--- config.mk ---
export PLATFORM = sky130hd
export DESIGN_NAME = ifetch_task_scheduler
export DESIGN_NICKNAME = d
export VERILOG_FILES = /design/src/rtl/ifetch_task_scheduler_pkg.sv /design/src/rtl/ifetch_task_scheduler_rr_arbiter.sv /design/src/rtl/ifetch_task_scheduler.sv
export SDC_FILE = /design/constraint.sdc
export NUM_CORES = 1
export LEC_CHECK = 0
export CORE_AREA = 2 2 177 197
export CTS_CLUSTER_SIZE = 20
export DETAILED_ROUTE_END_ITERATION = 16
export DIE_AREA = 0 0 179 199
export SLEW_MARGIN = 0
export SYNTH_ARGS = -nofsm -noshare
export SYNTH_HDL_FRONTEND = slang
export SYNTH_SLANG_ARGS = --single-unit
--- constraint.sdc ---
create_clock -name clk -period 3.98 [get_ports clk]
set_input_delay 0.995 -clock clk [delete_from_list [all_inputs] [get_ports clk]]
set_output_delay 0.995 -clock clk [all_outputs]
set_load 0.005 [all_outputs]
--- src/rtl/ifetch_task_scheduler_pkg.sv ---
// Shared constants, FSM encoding and task-index helpers for the ifetch task scheduler.
// A task index is chan*NTHREAD + thread; power-of-2 sizes make the divide/modulo plain bit slices.
package ifetch_task_scheduler_pkg;

  localparam int NCHAN    = 8;
  localparam int CHAN_W   = 3;
  localparam int NTHREAD  = 2;
  localparam int THREAD_W = 1;
  localparam int PC_W     = 12;
  localparam int NTASK    = NCHAN * NTHREAD;
  localparam int IDX_W    = $clog2(NTASK);

  typedef enum logic [1:0] {
    ST_IDLE  = 2'd0,
    ST_ISSUE = 2'd1,
    ST_JUMP  = 2'd2,
    ST_RUN   = 2'd3
  } state_e;

  function automatic logic [CHAN_W-1:0] idx_chan(input logic [IDX_W-1:0] idx);
    return CHAN_W'(idx / IDX_W'(NTHREAD));
  endfunction

  function automatic logic [THREAD_W-1:0] idx_thread(input logic [IDX_W-1:0] idx);
    return THREAD_W'(idx % IDX_W'(NTHREAD));
  endfunction

endpackage

--- src/rtl/ifetch_task_scheduler_rr_arbiter.sv ---
// Combinational round-robin arbiter: first request at or after ptr+1 (mod N) wins.
// Zero latency; no backpressure, gnt_vld simply drops when nothing requests.
module ifetch_task_scheduler_rr_arbiter #(
  parameter int N = 16,
  parameter int W = $clog2(N)
) (
  input  logic [N-1:0] req,
  input  logic [W-1:0] ptr,
  output logic [N-1:0] gnt,
  output logic [W-1:0] gnt_idx,
  output logic         gnt_vld
);

  logic [W-1:0] cand;

  always_comb begin
    gnt_vld = 1'b0;
    gnt_idx = '0;
    cand    = '0;
    for (int i = 1; i <= N; i++) begin
      cand = W'((int'(ptr) + i) % N);
      if (!gnt_vld && req[cand]) begin
        gnt_vld = 1'b1;
        gnt_idx = cand;
      end
    end
    gnt = gnt_vld ? (N'(1) << gnt_idx) : '0;
  end

endmodule

--- src/rtl/ifetch_task_scheduler.sv ---
// Round-robin task scheduler for ifetch: grant -> ready strobe (+1) -> jump strobe (+2) -> run until suspend.
// Dispatch waits for fetch_idle; wakes are absorbed every cycle; suspend outside RUN is ignored.
module ifetch_task_scheduler
  import ifetch_task_scheduler_pkg::*;
(
  input  logic                clk,
  input  logic                reset,
  input  logic [NTASK-1:0]    wake,
  input  logic                fetch_idle,
  input  logic                suspend_valid,
  input  logic [PC_W-1:0]     suspend_pc,
  output logic [CHAN_W-1:0]   next_task_channel,
  output logic [THREAD_W-1:0] next_task_thread,
  output logic                next_task_ready,
  output logic [PC_W-1:0]     jump_target,
  output logic                jump_enable,
  output logic                task_active,
  output logic [NTASK-1:0]    runnable
);

  state_e                state_q, state_d;
  logic [IDX_W-1:0]      ptr_q, ptr_d;
  logic [IDX_W-1:0]      gnt_idx_q, gnt_idx_d;
  logic [NTASK-1:0]      gnt_oh_q, gnt_oh_d;
  logic [CHAN_W-1:0]     chan_q, chan_d;
  logic [THREAD_W-1:0]   thread_q, thread_d;
  logic [NTASK-1:0]      runnable_q, runnable_d;
  logic                  task_active_q, task_active_d;
  logic [PC_W-1:0]       pc_q [NTASK];
  logic [PC_W-1:0]       pc_d [NTASK];

  logic [NTASK-1:0]      arb_gnt;
  logic [IDX_W-1:0]      arb_idx;
  logic                  arb_vld;

  ifetch_task_scheduler_rr_arbiter #(.N(NTASK), .W(IDX_W)) u_arb (
    .req     (runnable_q),
    .ptr     (ptr_q),
    .gnt     (arb_gnt),
    .gnt_idx (arb_idx),
    .gnt_vld (arb_vld)
  );

  always_comb begin
    state_d         = state_q;
    ptr_d           = ptr_q;
    gnt_idx_d       = gnt_idx_q;
    gnt_oh_d        = gnt_oh_q;
    chan_d          = chan_q;
    thread_d        = thread_q;
    runnable_d      = runnable_q;
    task_active_d   = task_active_q;
    pc_d            = pc_q;
    next_task_ready = 1'b0;
    jump_enable     = 1'b0;
    jump_target     = '0;
    case (state_q)
      ST_IDLE: begin
        if (fetch_idle && arb_vld) begin
          ptr_d     = arb_idx;
          gnt_idx_d = arb_idx;
          gnt_oh_d  = arb_gnt;
          chan_d    = idx_chan(arb_idx);
          thread_d  = idx_thread(arb_idx);
          state_d   = ST_ISSUE;
        end
      end
      ST_ISSUE: begin
        next_task_ready = 1'b1;
        state_d         = ST_JUMP;
      end
      ST_JUMP: begin
        jump_enable   = 1'b1;
        jump_target   = pc_q[gnt_idx_q];
        task_active_d = 1'b1;
        state_d       = ST_RUN;
      end
      ST_RUN: begin
        if (suspend_valid) begin
          pc_d[gnt_idx_q] = suspend_pc;
          runnable_d      = runnable_q & ~gnt_oh_q;
          task_active_d   = 1'b0;
          state_d         = ST_IDLE;
        end
      end
      default: state_d = ST_IDLE;
    endcase
    // Wake is applied after the suspend clear so a same-cycle wake keeps the task runnable.
    runnable_d = runnable_d | wake;
  end

  always_ff @(posedge clk or negedge reset) begin
    if (!reset) begin
      state_q       <= ST_IDLE;
      ptr_q         <= IDX_W'(NTASK - 1);
      gnt_idx_q     <= '0;
      gnt_oh_q      <= '0;
      chan_q        <= '0;
      thread_q      <= '0;
      runnable_q    <= '0;
      task_active_q <= 1'b0;
      for (int i = 0; i < NTASK; i++) pc_q[i] <= '0;
    end else begin
      state_q       <= state_d;
      ptr_q         <= ptr_d;
      gnt_idx_q     <= gnt_idx_d;
      gnt_oh_q      <= gnt_oh_d;
      chan_q        <= chan_d;
      thread_q      <= thread_d;
      runnable_q    <= runnable_d;
      task_active_q <= task_active_d;
      pc_q          <= pc_d;
    end
  end

  assign next_task_channel = chan_q;
  assign next_task_thread  = thread_q;
  assign task_active       = task_active_q;
  assign runnable          = runnable_q;

endmodule

==> results.json, run 1 <==
{
  "drv_cap": 0,
  "path_clk_slew_ns": 0.06,
  "yosys_warnings": 0,
  "nFillCells": 2980,
  "fin_crit_ns": 3.91,
  "crit_buf_inv": 2,
  "vias": 8812,
  "antenna_found_initial": 0,
  "powerDensity_mw_per_mm2": 703,
  "fin_total_pwr_mw": 11.2,
  "dieArea_sq_mm": 0.0356,
  "cts_made_buffers": 26,
  "cts_root_buffer": "clkbuf_16",
  "first_pass_iters": 8,
  "insertion_delay_ns": 0.55,
  "slowest_delay_ns": 0.53,
  "placed_area_sq_mm": 0.0147,
  "worstPathCellList": "buf_12, mux4_2, mux4_2, and2_1, clkdlybuf4s50_1",
  "ant_nets": 0,
  "first_iter_violations": 611,
  "portBuffers": 66,
  "finalNetCount": 1140,
  "avgRoutedWirePerCell_um": 22.5,
  "cp.arrival_ns": 2.91,
  "grt_pass1_wl_um": 54800,
  "cts_buffer_depth": 3,
  "final_cell_mix": "dfrtp_1 (229), mux2_2 (208), buf_4 (87)",
  "timing.fmax_mhz": 256,
  "gp_congestion": 0.937,
  "initial_utilization_pct": 38.5,
  "synth_nets": 1011,
  "synthArstFlopShare_pct": 100,
  "grt_max_degree": 101,
  "slew_violations": 0,
  "irDropWorstVdd_mv": 0.509,
  "rr_worst_depth": 14,
  "final_util_pct": 47.3,
  "worst-path-stages": 5,
  "cts_tree": "done",
  "startpoint_type": "flop",
  "synth_edf_count": 0,
  "die_w_um": 179,
  "critPathMostFrequentCell": "mux4_2",
  "die_h_um": 199,
  "ys.flop_type": "dfrtp_1",
  "synth_area_sq_mm": 0.0130,
  "ios": 67,
  "yosysUniqueCellTypes": 83,
  "layout_commonest_cell": "dfrtp_1",
  "coreArea_sq_mm": 0.0337,
  "min_path_type": "in -> async",
  "cts.sinks": 235,
  "path_class": "reg -> out",
  "placementRows": 71,
  "syn2layout_area_growth_pct": 22.9,
  "met3_length_um": 1660,
  "synth-seq-cells": 235,
  "status": "finished clean",
  "highest_layer": "met4",
  "wl_met2_um": 17400,
  "netlist_instances": 966,
  "p_leak_nw": 6.94,
  "vias_per_cell": 5.67,
  "setup_viol": 0,
  "period_share_pct": 98.2,
  "grt_overflow": 0,
  "cts_hold_buf": 0,
  "place_inst": 1492,
  "clock_skew_ns": 0.0370,
  "crit_slowest_cell": "dfrtp_4",
  "dp_hpwl_um": 24400,
  "htree_levels": 1,
  "worst_pin_slew_ns": 1.14,
  "instances_no_fill": 1553,
  "grt_pass1_vias": 9174,
  "met1_length_um": 14500,
  "grt_setup_unrepaired": "true",
  "required_ns": 2.98,
  "drc": 0,
  "num_antenna_cells": 0,
  "grt_use_total_pct": 20.2,
  "worstPathMaxFanout": 15,
  "ff_latch_area_sq_mm": 0.00589,
  "ys_seq_area_share_pct": 45.4,
  "cp-end-kind": "output pin",
  "avgSynthCellArea_sq_um": 13.4,
  "drive_gt1_share_pct": 45.2,
  "multi_input_area_sq_mm": 0.00689,
  "relSlewSlack_pct": 24.3,
  "fin_area_sq_mm": 0.0159,
  "finalHoldViolations": 0,
  "critical-path-top-delay-family": "multiplexers",
  "wirelength_um": 34900
}
-- logic make-up after synthesis --
kind of cell,share of synthesized area (%)
multiplexers,34.9
AO/OA/AOI/OAI,7.33
flip-flops,45.4
buffers and inverters,2.64
adder cells (fa/ha/maj),1.26
AND/OR/NAND/NOR,7.40
XOR/XNOR,1.06
-- registers in the layout, summed over array words and instances, names as in the netlist --
register	cells
pc_q	192
gnt_oh_q	16
runnable	16
gnt_idx_q	4
ptr_q	4
state_q	2
task_active	1
-- area by class of cell --
| class | count | share of cell area [%] |
|---|---|---|
| Inverter | 10 | 0.236 |
| Timing Repair Buffer | 166 | 9.77 |
| Tap cell | 438 | 3.44 |
| Clock inverter | 16 | 1.76 |
| Multi-Input combinational cell | 656 | 43.2 |
| Clock buffer | 32 | 4.54 |
| Sequential cell | 235 | 37.0 |
-- metrics by stage --
step                setup TNS (ns)  hold slack [ns]  setup WS (ns)
global route               -0.0174            0.447       -0.00867
detailed placement         -0.0590            0.475        -0.0368
finish                           0            0.422         0.0732
CTS                              0            0.428        0.00876
floorplan                        0            0.448         0.0158
global placement            -0.157            0.467        -0.0216
-- cells in the mapped netlist (10+ instances only) --
cell	number	area [sq um]
mux2i_1	19	190
clkbuf_1	43	161
o31ai_1	11	82.6
and2_1	14	87.6
nand3_1	11	55.1
mux4_2	81	1820
nor2_1	33	124
dfrtp_1	231	5780
xnor2_1	10	87.6
a21oi_1	19	95.1
mux2_2	210	2360
o21ai_0	13	65.1
nand2_1	81	304
ha_1	13	163
a21o_1	20	150
-- worst register-to-register path: stages, from the launching register on --
cell,delay [ns]
dfstp_2,0.54
buf_6,0.24
ha_1,0.27
buf_4,0.17
xnor2_1,0.12
nand2_1,0.14
o22ai_2,0.13
buf_4,0.16
or3_1,0.40
and4_4,0.28
and4_1,0.24
a2111oi_4,0.45
a211o_1,0.25
nand2_1,0.14
o31ai_1,0.22
-- what timing repair did --
item,in CTS,in global routing
resized for setup,5,33
pin swaps,0,3
buffers inserted,3,10
setup endpoints to repair,23,30
-- layer usage --
metal,vias to the layer above,GRT usage [%]
met3,80,2.20
li1,3915,-
met4,0,7.89
met5,-,0
met1,4563,26.6
met2,254,34.2
-- where the power goes --
part / switching [mW] / internal (mW)
Combinational: 2.31 / 2.53
Clock: 0.998 / 1.75
Sequential: 0.492 / 3.11
Total: 3.80 / 7.39
-- path summary, 6_finish.rpt --
check                                              start                  endpoint  slack [ns]
worst max-delay path            gnt_idx_q[0]$_DFFE_PN0P_            jump_target[9]        0.07
worst min-delay path                               reset      pc_q[66]$_DFFE_PN0P_        0.42
worst max register to register      ptr_q[1]$_DFFE_PN1P_   gnt_oh_q[5]$_DFFE_PN0P_        0.15
worst min register to register   gnt_oh_q[2]$_DFFE_PN0P_   gnt_oh_q[2]$_DFFE_PN0P_        0.49
max in group asynchronous                          reset  gnt_idx_q[1]$_DFFE_PN0P_        2.62
min in group clk                 gnt_oh_q[2]$_DFFE_PN0P_   gnt_oh_q[2]$_DFFE_PN0P_        0.49
No activity file was read; power rests on OpenSTA's default activity.
==> inputs of run 2 (changes only) <==
--- a/config.mk
+++ b/config.mk
@@ -9,7 +9,7 @@
 export CTS_CLUSTER_SIZE = 20
 export DETAILED_ROUTE_END_ITERATION = 16
 export DIE_AREA = 0 0 179 199
-export SLEW_MARGIN = 0
+export SLEW_MARGIN = 20
 export SYNTH_ARGS = -nofsm -noshare
 export SYNTH_HDL_FRONTEND = slang
 export SYNTH_SLANG_ARGS = --single-unit
==> run 2 against run 1 <==
Effect of this change:
- clock power is essentially flat
- final cell count is the same
- highest routed layer unchanged
- sequential cell count is the same
- setup slack gained 0.0024 ns
- maximum frequency is essentially flat
- largest power group unchanged
- global-route usage is the same
- via count grew 0.20%
- sequential share of layout area is essentially flat
==> results.json, run 2 (synthesis results as in run 1) <==
{
  "path_class": "reg -> out",
  "worstPathCellList": "buf_12, mux4_2, mux4_2, and2_1, clkdlybuf4s50_1",
  "num_antenna_cells": 0,
  "status": "finished clean",
  "r2r_end": "gnt_oh_q[1]$_DFFE_PN0P_",
  "relSlewSlack_pct": 45.6,
  "ios": 67,
  "startpoint_type": "flop",
  "drc": 0,
  "antenna_found_initial": 0,
  "die_w_um": 179,
  "timing.fmax_mhz": 256,
  "grt_max_degree": 101,
  "final_util_pct": 47.3,
  "grt_pass1_vias": 9174,
  "cts_buffer_depth": 3,
  "slowest_delay_ns": 0.53,
  "vias_per_cell": 5.69,
  "dieArea_sq_mm": 0.0356,
  "coreArea_sq_mm": 0.0337,
  "dp_hpwl_um": 24400,
  "initial_utilization_pct": 38.5,
  "slew_violations": 0,
  "gp_congestion": 0.937,
  "powerDensity_mw_per_mm2": 703,
  "min_path_type": "in -> async",
  "cts.sinks": 235,
  "finalNetCount": 1140,
  "ff2ff_setup_slack_ns": 0.15,
  "layout_commonest_cell": "dfrtp_1",
  "largest_reg_flops": 192,
  "drive_gt1_share_pct": 45.3,
  "wirelength_um": 34900,
  "fin_area_sq_mm": 0.0159,
  "ant_nets": 0,
  "first_iter_violations": 716,
  "r2r-start": "ptr_q[1]$_DFFE_PN1P_",
  "cts_made_buffers": 26,
  "critPathCapture": "jump_target[9]",
  "critical-path-top-delay-family": "multiplexers",
  "worst-path-stages": 5,
  "insertion_delay_ns": 0.55,
  "htree_levels": 1,
  "avgRoutedWirePerCell_um": 22.5,
  "vias": 8830,
  "path_clk_slew_ns": 0.06,
  "portBuffers": 66,
  "first_pass_iters": 5,
  "cp.arrival_ns": 2.91,
  "syn2layout_area_growth_pct": 22.9,
  "clock_skew_ns": 0.0365,
  "grt_setup_unrepaired": "true",
  "worst_pin_slew_ns": 0.809,
  "crit_slowest_cell": "dfrtp_4",
  "irDropWorstVdd_mv": 0.509,
  "die_h_um": 199,
  "required_ns": 2.98,
  "cts_root_buffer": "clkbuf_16",
  "cts_hold_buf": 0,
  "worstPathMaxFanout": 15,
  "period_share_pct": 98.1,
  "setup_viol": 0,
  "largest_register": "pc_q",
  "finalHoldViolations": 0,
  "cp-end-kind": "output pin",
  "timing.setup.tns_ns": 0,
  "p_leak_nw": 6.94,
  "grt_pass1_wl_um": 54800,
  "placementRows": 71,
  "placed_area_sq_mm": 0.0147,
  "grt_overflow": 0,
  "grt_use_total_pct": 20.2,
  "critPathMostFrequentCell": "mux4_2",
  "final_cell_mix": "dfrtp_1 (228), mux2_2 (208), buf_4 (87)",
  "rr_worst_depth": 14,
  "fin_crit_ns": 3.90,
  "critPathLaunch": "gnt_idx_q[0]$_DFFE_PN0P_",
  "cts_tree": "done",
  "drv_cap": 0,
  "crit_buf_inv": 2
}
[run 2: cell counts in the layout (fill, tap and decap cells not counted)]
Identical to the previous run, type by type.
[run 2: metal layers]
metal	vias to the layer above	share of wire, %	global-route usage, %
met2	275	50	34.2
met5	-	0	0
met4	0	3.8	7.89
met3	72	4.7	2.20
met1	4567	42	26.6
li1	3916	-	-
[run 2: where the power goes]
| part | internal, mW | leakage [nW] | switching (mW) | total [mW] |
|---|---|---|---|---|
| registers | 3.11 | 3.08 | 0.490 | 3.60 |
| logic | 2.52 | 3.37 | 2.32 | 4.84 |
| clock network | 1.75 | 0.492 | 1.00 | 2.75 |
| total | 7.39 | 6.94 | 3.81 | 11.2 |
[run 2: stage by stage]
stage	power [mW]	hold WS (ns)	setup slack (ns)	std cells
finish	11.2	0.423	0.0756	1553
floorplan	6.73	0.448	0.0158	966
detailed placement	8.31	0.475	-0.0368	1492
CTS	11.1	0.428	0.00876	1543
global placement	8.27	0.467	-0.0216	1492
global route	11.8	0.447	-0.00849	1553
[run 2: repair_timing]
item	CTS	global route
setup endpoints to repair	23	30
resized for setup	5	33
pin swaps	0	3
hold endpoints to repair	0	0
buffers inserted	3	10
[run 2: worst register-to-register path, cell delays in order, from the launching register on]
cell	delay, ns
dfstp_2	0.54
buf_6	0.23
ha_1	0.26
buf_4	0.17
xnor2_1	0.12
nand2_1	0.14
o22ai_2	0.13
buf_4	0.16
or3_1	0.40
and4_4	0.28
and4_1	0.24
a2111oi_4	0.45
a211o_1	0.25
nand2_1	0.15
o31ai_1	0.22
[run 2: worst min path at each step]
stage                            startpoint                      end  slack, ns  cells after the start
finish                                reset     pc_q[66]$_DFFE_PN0P_       0.42                      1
detailed placement  gnt_oh_q[2]$_DFFE_PN0P_  gnt_oh_q[2]$_DFFE_PN0P_       0.47                      2
CTS                                   reset     pc_q[65]$_DFFE_PN0P_       0.43                      1
floorplan           gnt_oh_q[0]$_DFFE_PN0P_  gnt_oh_q[0]$_DFFE_PN0P_       0.45                      2
global route                          reset     pc_q[42]$_DFFE_PN0P_       0.45                      1
global placement    gnt_oh_q[8]$_DFFE_PN0P_  gnt_oh_q[8]$_DFFE_PN0P_       0.47                      2
[run 2: final cells by class]
| class | count | area (sq um) |
|---|---|---|
| multi-input cells | 656 | 6890 |
| clock inverters | 16 | 280 |
| flip-flops and latches | 235 | 5890 |
| well taps | 438 | 548 |
| inverters | 10 | 37.5 |
| clock buffers | 32 | 723 |
| fillers | 2979 | 17700 |
| repair buffers | 166 | 1560 |
==> inputs of run 3 (changes only) <==
--- a/config.mk
+++ b/config.mk
@@ -9,6 +9,7 @@
 export CTS_CLUSTER_SIZE = 20
 export DETAILED_ROUTE_END_ITERATION = 16
 export DIE_AREA = 0 0 179 199
+export GPL_ROUTABILITY_DRIVEN = 1
 export SLEW_MARGIN = 20
 export SYNTH_ARGS = -nofsm -noshare
 export SYNTH_HDL_FRONTEND = slang
==> results of run 3 <==
Same layout as run 2: the final DEF is identical, and so are final timing and power.
